==> src/rtl/hilo_muldiv_if.sv <==
// Pipeline <-> HI/LO multiply/divide unit bundle.
// master: EX-stage control side; slave: the muldiv unit.
interface hilo_muldiv_if;
  logic        hiloW;
  logic [3:0]  con;
  logic [31:0] a;
  logic [31:0] b;
  logic        hiloR;
  logic        hiloS;
  logic [31:0] hiloOut;
  logic        busy;
  logic        stall;
  logic        done;
  logic        divZero;

  modport master (
    output hiloW, con, a, b, hiloR, hiloS,
    input  hiloOut, busy, stall, done, divZero
  );

  modport slave (
    input  hiloW, con, a, b, hiloR, hiloS,
    output hiloOut, busy, stall, done, divZero
  );
endinterface

==> src/rtl/hilo_muldiv_unit.sv <==
// Iterative 32-bit mul/div engine owning the HI/LO pair.
// Ports: clk, reset (sync, active-high), bus (hilo_muldiv_if.slave).
module hilo_muldiv_unit (
  input  logic         clk,
  input  logic         reset,
  hilo_muldiv_if.slave bus
);

  typedef enum logic [1:0] {
    S_IDLE = 2'd0,
    S_CALC = 2'd1,
    S_FIX  = 2'd2
  } state_t;

  state_t r_state;
  state_t w_next;

  logic [4:0]  r_cnt;
  logic        r_isDiv;
  logic        r_sgnQ;
  logic        r_sgnR;
  logic        r_bZero;
  logic        r_done;
  logic        r_divZero;
  logic [31:0] r_b;
  logic [31:0] r_hi;
  logic [31:0] r_lo;
  logic [63:0] r_acc;

  logic        w_start;
  logic        w_signed;
  logic        w_last;
  logic        w_busy;
  logic [31:0] w_absA;
  logic [31:0] w_absB;
  logic [32:0] w_mulSum;
  logic [32:0] w_remSh;
  logic [32:0] w_divDiff;
  logic        w_ge;
  logic [63:0] w_accNext;
  logic [63:0] w_prodFix;
  logic [31:0] w_quoFix;
  logic [31:0] w_remFix;
  logic [31:0] w_hiNew;
  logic [31:0] w_loNew;

  assign w_start  = bus.hiloW
                  & (bus.con[3:2] == 2'b11);
  assign w_signed = bus.con[1];
  assign w_last   = (r_cnt == 5'd31);
  assign w_busy   = (r_state != S_IDLE);

  assign w_absA = (w_signed & bus.a[31])
                ? (~bus.a + 32'd1) : bus.a;
  assign w_absB = (w_signed & bus.b[31])
                ? (~bus.b + 32'd1) : bus.b;

  always_ff @(posedge clk) begin
    if (reset) r_state <= S_IDLE;
    else       r_state <= w_next;
  end

  always_comb begin
    w_next = r_state;
    unique case (r_state)
      S_IDLE:  if (w_start) w_next = S_CALC;
      S_CALC:  if (w_last)  w_next = S_FIX;
      S_FIX:   w_next = S_IDLE;
      default: w_next = S_IDLE;
    endcase
  end

  // Multiply: acc = {partial, multiplier}; add at top,
  // shift right with the carry as the new MSB.
  // Divide: acc = {remainder, quotient}; shift left one,
  // subtract divisor when it fits, shift in quotient bit.
  always_comb begin
    w_mulSum  = {1'b0, r_acc[63:32]}
              + (r_acc[0] ? {1'b0, r_b} : 33'd0);
    w_remSh   = r_acc[63:31];
    w_ge      = (w_remSh >= {1'b0, r_b});
    w_divDiff = w_remSh - {1'b0, r_b};
    if (r_isDiv) begin
      if (w_ge)
        w_accNext = {w_divDiff[31:0],
                     r_acc[30:0], 1'b1};
      else
        w_accNext = {w_remSh[31:0],
                     r_acc[30:0], 1'b0};
    end else begin
      w_accNext = {w_mulSum, r_acc[31:1]};
    end
  end

  // With b=0 the remainder path reassembles |a| and the
  // sign fix restores a, so only LO needs forcing.
  always_comb begin
    w_prodFix = r_sgnQ ? (~r_acc + 64'd1) : r_acc;
    w_quoFix  = r_sgnQ ? (~r_acc[31:0] + 32'd1)
                       : r_acc[31:0];
    w_remFix  = r_sgnR ? (~r_acc[63:32] + 32'd1)
                       : r_acc[63:32];
    if (r_isDiv) begin
      w_hiNew = w_remFix;
      w_loNew = r_bZero ? 32'hFFFF_FFFF : w_quoFix;
    end else begin
      w_hiNew = w_prodFix[63:32];
      w_loNew = w_prodFix[31:0];
    end
  end

  always_ff @(posedge clk) begin
    if (reset) begin
      r_cnt     <= 5'd0;
      r_isDiv   <= 1'b0;
      r_sgnQ    <= 1'b0;
      r_sgnR    <= 1'b0;
      r_bZero   <= 1'b0;
      r_b       <= 32'd0;
      r_acc     <= 64'd0;
      r_hi      <= 32'd0;
      r_lo      <= 32'd0;
      r_done    <= 1'b0;
      r_divZero <= 1'b0;
    end else begin
      r_done <= 1'b0;
      unique case (r_state)
        S_IDLE: begin
          if (w_start) begin
            r_isDiv   <= bus.con[0];
            r_sgnQ    <= w_signed
                       & (bus.a[31] ^ bus.b[31]);
            r_sgnR    <= w_signed & bus.a[31];
            r_bZero   <= (bus.b == 32'd0);
            r_b       <= w_absB;
            r_acc     <= {32'd0, w_absA};
            r_cnt     <= 5'd0;
            r_divZero <= 1'b0;
          end
        end
        S_CALC: begin
          r_acc <= w_accNext;
          r_cnt <= r_cnt + 5'd1;
        end
        S_FIX: begin
          r_hi      <= w_hiNew;
          r_lo      <= w_loNew;
          r_done    <= 1'b1;
          r_divZero <= r_isDiv & r_bZero;
        end
        default: ;
      endcase
    end
  end

  assign bus.busy    = w_busy;
  assign bus.stall   = w_busy
                     & (bus.hiloR | bus.hiloW);
  assign bus.hiloOut = bus.hiloS ? r_lo : r_hi;
  assign bus.done    = r_done;
  assign bus.divZero = r_divZero;

endmodule

==> src/flat_wrapper.sv <==
// flat-port wrapper written by rule: the top's interface ports become plain ports
module hilo_muldiv_unit_flat 
  (clk, reset, bus_hiloW, bus_con, bus_a, bus_b, bus_hiloR, bus_hiloS, bus_hiloOut, bus_busy, bus_stall, bus_done, bus_divZero);
  hilo_muldiv_if bus_i ();
  input  logic clk;
  input  logic reset;
  input wire logic [$bits(bus_i.hiloW)-1:0] bus_hiloW;
  input wire logic [$bits(bus_i.con)-1:0] bus_con;
  input wire logic [$bits(bus_i.a)-1:0] bus_a;
  input wire logic [$bits(bus_i.b)-1:0] bus_b;
  input wire logic [$bits(bus_i.hiloR)-1:0] bus_hiloR;
  input wire logic [$bits(bus_i.hiloS)-1:0] bus_hiloS;
  output wire logic [$bits(bus_i.hiloOut)-1:0] bus_hiloOut;
  output wire logic [$bits(bus_i.busy)-1:0] bus_busy;
  output wire logic [$bits(bus_i.stall)-1:0] bus_stall;
  output wire logic [$bits(bus_i.done)-1:0] bus_done;
  output wire logic [$bits(bus_i.divZero)-1:0] bus_divZero;
  assign bus_i.hiloW = bus_hiloW;
  assign bus_i.con = bus_con;
  assign bus_i.a = bus_a;
  assign bus_i.b = bus_b;
  assign bus_i.hiloR = bus_hiloR;
  assign bus_i.hiloS = bus_hiloS;
  assign bus_hiloOut = bus_i.hiloOut;
  assign bus_busy = bus_i.busy;
  assign bus_stall = bus_i.stall;
  assign bus_done = bus_i.done;
  assign bus_divZero = bus_i.divZero;
  hilo_muldiv_unit u_core (.clk(clk), .reset(reset), .bus(bus_i));
endmodule
==> config.mk <==
export PLATFORM = sky130hd
export DESIGN_NAME = hilo_muldiv_unit_flat
export DESIGN_NICKNAME = d
export VERILOG_FILES = /design/src/rtl/hilo_muldiv_if.sv /design/src/rtl/hilo_muldiv_unit.sv /design/src/flat_wrapper.sv
export SDC_FILE = /design/constraint.sdc
export NUM_CORES = 1
export LEC_CHECK = 0
export CORE_MARGIN = 2
export CORE_UTILIZATION = 60
export DETAILED_ROUTE_END_ITERATION = 16
export PLACE_DENSITY = 0.81
export SYNTH_ARGS = -nofsm -noshare
export SYNTH_HDL_FRONTEND = slang
export SYNTH_SLANG_ARGS = --single-unit
==> constraint.sdc <==
create_clock -name clk -period 3.9 [get_ports clk]
set_clock_uncertainty 0.05 [all_clocks]
set_input_delay 0.78 -clock clk [delete_from_list [all_inputs] [get_ports clk]]
set_output_delay 0.78 -clock clk [all_outputs]
set_load 0.01 [all_outputs]
# Word level (Yosys, flattened, before mapping)
# Index checks and enable logic that the tools add are counted.
# totals
register_bits	173
output_inout_bits	36
# op_classes
n_addsub	8
n_lt_le_gt_ge	1
eq_ne	6
muxes	22
bitwise	13
n_reduce_logical	9
# op_table
cell	n
$mux W32	9
$mux W64	4
$add A32 B1 Y32 const B	4
$not A32 Y32	4
$pmux W64 S2	1
$add A64 B1 Y64 const B	1
$not A64 Y64	1
$add A32 B32 Y33	1
$ge A33 B32 Y1	1
$logic_not A32 Y1	1
$sub A32 B32 Y32	1
$pmux W5 S2	1
$reduce_and A2 Y1	4
$and A1 B1 Y1	6
$reduce_bool A2 Y1	3
$add A5 B1 Y5 const B	1
$eq A5 B5 Y1 const B	1
$mux W5	1
$eq A2 B2 Y1 const B	2
$mux W2	2
$ne A2 B1 Y1 const B	2
$pmux W2 S2	1
$eq A2 B1 Y1 const B	1
$logic_not A2 Y1	1
other kinds (4)	5

# Logic depth before layout (Yosys ltp)
# depth
ltp_word	5
mapped_depth	15

# Worst setup path after synthesis
# OpenSTA, ideal clock, no wires.
# synth_path
kind	input to register
startpoint	input bus_b[10]
endpoint	register u_core.r_b[30]
setup_time_ns	0.086
arrival_time_ns	3.081
required_ns	3.764
slack_ns	0.684
stages	9
cell_sequence	or4_1 > or3_1 > nor3_1 > nand2_1 > or3_1 > nor3_1 > a21oi_1 > xnor2_1 > a211oi_1
# synth_between
elab_chain_cells	3
# synth_rtl
element	line_no	source
start, declared	flat_wrapper.sv:10	input wire logic [$bits(bus_i.b)-1:0] bus_b;
$not A32 Y32	hilo_muldiv_unit.sv:56	? (~bus.b + 32'd1) : bus.b;
$add A32 B1 Y32	hilo_muldiv_unit.sv:56	
$mux W32	hilo_muldiv_unit.sv:56	
end signal, assigned	hilo_muldiv_unit.sv:135	r_b <= w_absB;
end, declared	hilo_muldiv_unit.sv:25	logic [31:0] r_b;
# Every way passes these cells.
# A chain may end at the register's enable or synchronous reset.

# Worst setup path in the final report
# layout_path
startpoint	register u_core.r_acc[0]
endpoint	register u_core.r_acc[62]
# layout_between
elab_chain_cells	4
# layout_rtl
element	line_no	source
start, declared	hilo_muldiv_unit.sv:28	logic [63:0] r_acc;
start signal, assigned	hilo_muldiv_unit.sv:136	r_acc <= {32'd0, w_absA};
start signal, assigned	hilo_muldiv_unit.sv:142	r_acc <= w_accNext;
$mux W32	hilo_muldiv_unit.sv:79	+ (r_acc[0] ? {1'b0, r_b} : 33'd0);
$add A32 B32 Y33	hilo_muldiv_unit.sv:79	
$mux W64	hilo_muldiv_unit.sv:83	if (r_isDiv) begin
$pmux W64 S2	hilo_muldiv_unit.sv:127	unique case (r_state)
# Every way passes these cells.

==> impl_metrics.ini <==
[setup_path]
cp-end-kind = flip-flop
crit_end = u_core.r_acc[62]
crit_slowest_cell = a211oi_1
slowest_delay_ns = 0.49
crit_required_ns = 4.17
path_max_fanout = 7
r2r_slack_ns = 0.23
critPathKind = reg2reg
r2r-start = u_core.r_acc[0]
crit_chain = nand2_1 > inv_1 > ha_1 > a211oi_1 > o21ai_0 > a21oi_1 > o211ai_1 > a21oi_1 > o21ai_0 > o41ai_1 > buf_4 > mux2i_1 > a211oi_1
r2r-end = u_core.r_acc[62]
reg2reg_depth = 13
critPathArrivalTime_ns = 3.94
setup.worst_path.start = u_core.r_acc[0]
cp-start-kind = flip-flop

[route]
num_vias = 14200
dr.pass1.iters = 6
vias_per_cell = 6.35
routed_wl_um = 42600
drt_iter0_drc = 1596
wl_per_cell_um = 19.0
ant_nets = 0
drc_errors = 0

[run_status]
status = completed

[clock_tree]
clk_latency_ns = 0.45
cts_buffers = 17
htree_levels = 4
clkTransAtPathRegs_ns = 0.08
cts_tree = done
clk_path_buf_depth = 2
post_cts_buffers = 0
cts.sinks = 173
clockRootBuffer = clkbuf_16

[yosys]
synth.avg_cell_area_sq_um = 7.53
yosysTopAreaCell = dfxtp_1
synth-main-ff-cell = dfxtp_1
synth_seq_cells = 173
synth_cells = 1861
async_reset_ff_frac = 0
synth_cell_types = 75
yosysMostFrequentCell = nor2_1
synth-edff-count = 0
ys_warn_count = 0
synthTopCellsByCount = nor2_1, dfxtp_1, a211oi_1, nand2_1, a21oi_1
yosysSeqAreaShare = 0.247
syn_nets = 2006
yosysTopAreaCellShare = 0.247
synthTopCellsByArea = dfxtp_1, a211oi_1, nor2_1
netlist_area_sq_mm = 0.0140

[timing]
fin_crit_sh = 0.941
setup_violations = 0
worst_slew_pin_slew_ns = 1.09
min_period_ns = 3.67
setup_tns_ns = 0
maxSlewHeadroom = 0.271
drv_slew = 0
whs_ns = 0.404
rsz0062_at_grt = no
hold_violations = 0
max_freq_mhz = 272

[grt]
gr-usage-met3 = 0.0487
grt_pass1_wl_um = 66500
overflow = 0
grt_busiest_layer = met2
grt_util_met1 = 0.501
grt_pass1_vias = 12700
globalRouteTotalUtil = 0.339
grt_max_degree = 100
antenna_found_initial = 0
use_met2 = 0.513

[die]
coreArea_sq_mm = 0.0228
num_io_pins = 109
num_rows = 55
design.die.area_sq_mm = 0.0246
die_w_um = 157
start_util = 0.615
dieHeight_um = 157

[power_and_ir_drop]
p_leak_nw = 6.12
ir_worst_vdd_mv = 0.249
total_power_mw = 4.72
power_density_mw_per_mm2 = 294

[layout]
finalNetCount = 2064
area_growth_pct = 14.9
drive_gt1_frac = 0.0766
final_util = 0.707
antenna_cells = 0

[place]
gp_congestion = 0.941
dp_hpwl_um = 31700
place.port_buffers = 108

[min_path]
hold_path.class = reg2reg

[flow_run]
drv_cap = 0
stage by stage:
step	cells	instance area (sq um)	worst slack (ns)
finish	2245	16100	0.228
global route	2245	16100	0.0566
CTS	2245	16100	0.304
detailed placement	2213	15500	-0.00103
global placement	2213	15500	0.0670
floorplan	1861	14000	0.684
flip-flops by register name (all words and copies together) (netlist names):
signal,flops
u_core.r_state,2
u_core.r_acc,64
u_core.r_isDiv,1
u_core.r_bZero,1
u_core.r_cnt,5
u_core.bus.divZero,1
u_core.r_lo,32
u_core.r_sgnQ,1
u_core.r_sgnR,1
u_core.r_hi,32
u_core.r_b,32
u_core.bus.done,1
critical path: cells and delay by family (launching register included):
family | cells | cell delay [ns]
simple gates | 1 | 0.14
flops | 1 | 0.47
fa+ha+maj | 1 | 0.24
compound gates | 8 | 2.19
buf+inv | 2 | 0.27
mux | 1 | 0.19
worst min-delay path by stage:
stage / depth (start not counted) / from / to / slack, ns
2_1_floorplan: 2 / u_core.r_hi[13] / u_core.r_hi[13] / 0.38
3_3_place_gp: 2 / u_core.r_hi[22] / u_core.r_hi[22] / 0.39
3_5_place_dp: 2 / u_core.r_hi[20] / u_core.r_hi[20] / 0.39
4_1_cts: 2 / u_core.r_hi[29] / u_core.r_hi[29] / 0.40
5_1_grt: 2 / u_core.r_hi[29] / u_core.r_hi[29] / 0.42
6_report: 2 / u_core.r_hi[20] / u_core.r_hi[20] / 0.40
per-layer routing:
layer	vias to the layer above	share of wire	wire (um)
met3	80	0.094	4020
met2	700	0.43	18300
met1	6595	0.46	19400
li1	6872	-	-
met5	-	0	0
met4	0	0.021	886
report_power, final:
part,internal [mW],leakage (nW),switching (mW)
Sequential,1.81,1.40,0.0843
Clock,0.871,0.291,0.882
Combinational,0.447,4.43,0.626
Total,3.13,6.12,1.59
cell usage in the layout (no fill, tap or decap), types with 42 or more instances in the layout:
master | Yosys | routed
a211oi_1 | 142 | 142
a21oi_1 | 137 | 135
buf_4 | 0 | 59
clkdlybuf4s50_1 | 0 | 107
dfxtp_1 | 173 | 172
ha_1 | 70 | 70
inv_1 | 66 | 66
mux2i_1 | 55 | 55
nand2_1 | 142 | 142
nand3_1 | 42 | 42
nor2_1 | 245 | 244
nor3_1 | 44 | 44
o21ai_0 | 87 | 86
xnor2_1 | 75 | 75
xor2_1 | 82 | 82
cell families (layout without fill, tap and decap cells):
group	after synthesis	after routing	synth area share
buffers and inverters	196	267	0.0537
multiplexers	91	91	0.0682
AO/OA/AOI/OAI	541	541	0.255
XOR/XNOR	157	157	0.0982
AND/OR/NAND/NOR	631	631	0.213
flip-flops	173	173	0.247
adder cells (fa/ha/maj)	72	72	0.0654
timing repair:
action	CTS	global route
resized for setup	0	3
endpoints found under the hold margin	0	0
hold buffers	0	0
endpoints found under the setup margin	0	2
final cells by class:
class	count	area [sq um]
clock buffers	18	429
clock inverters	14	170
fillers	1886	6690
inverters	67	251
multi-input cells	1492	9830
flip-flops and latches	173	3470
well taps	313	392
repair buffers	168	1550
Power figures use the tool's default switching activity.
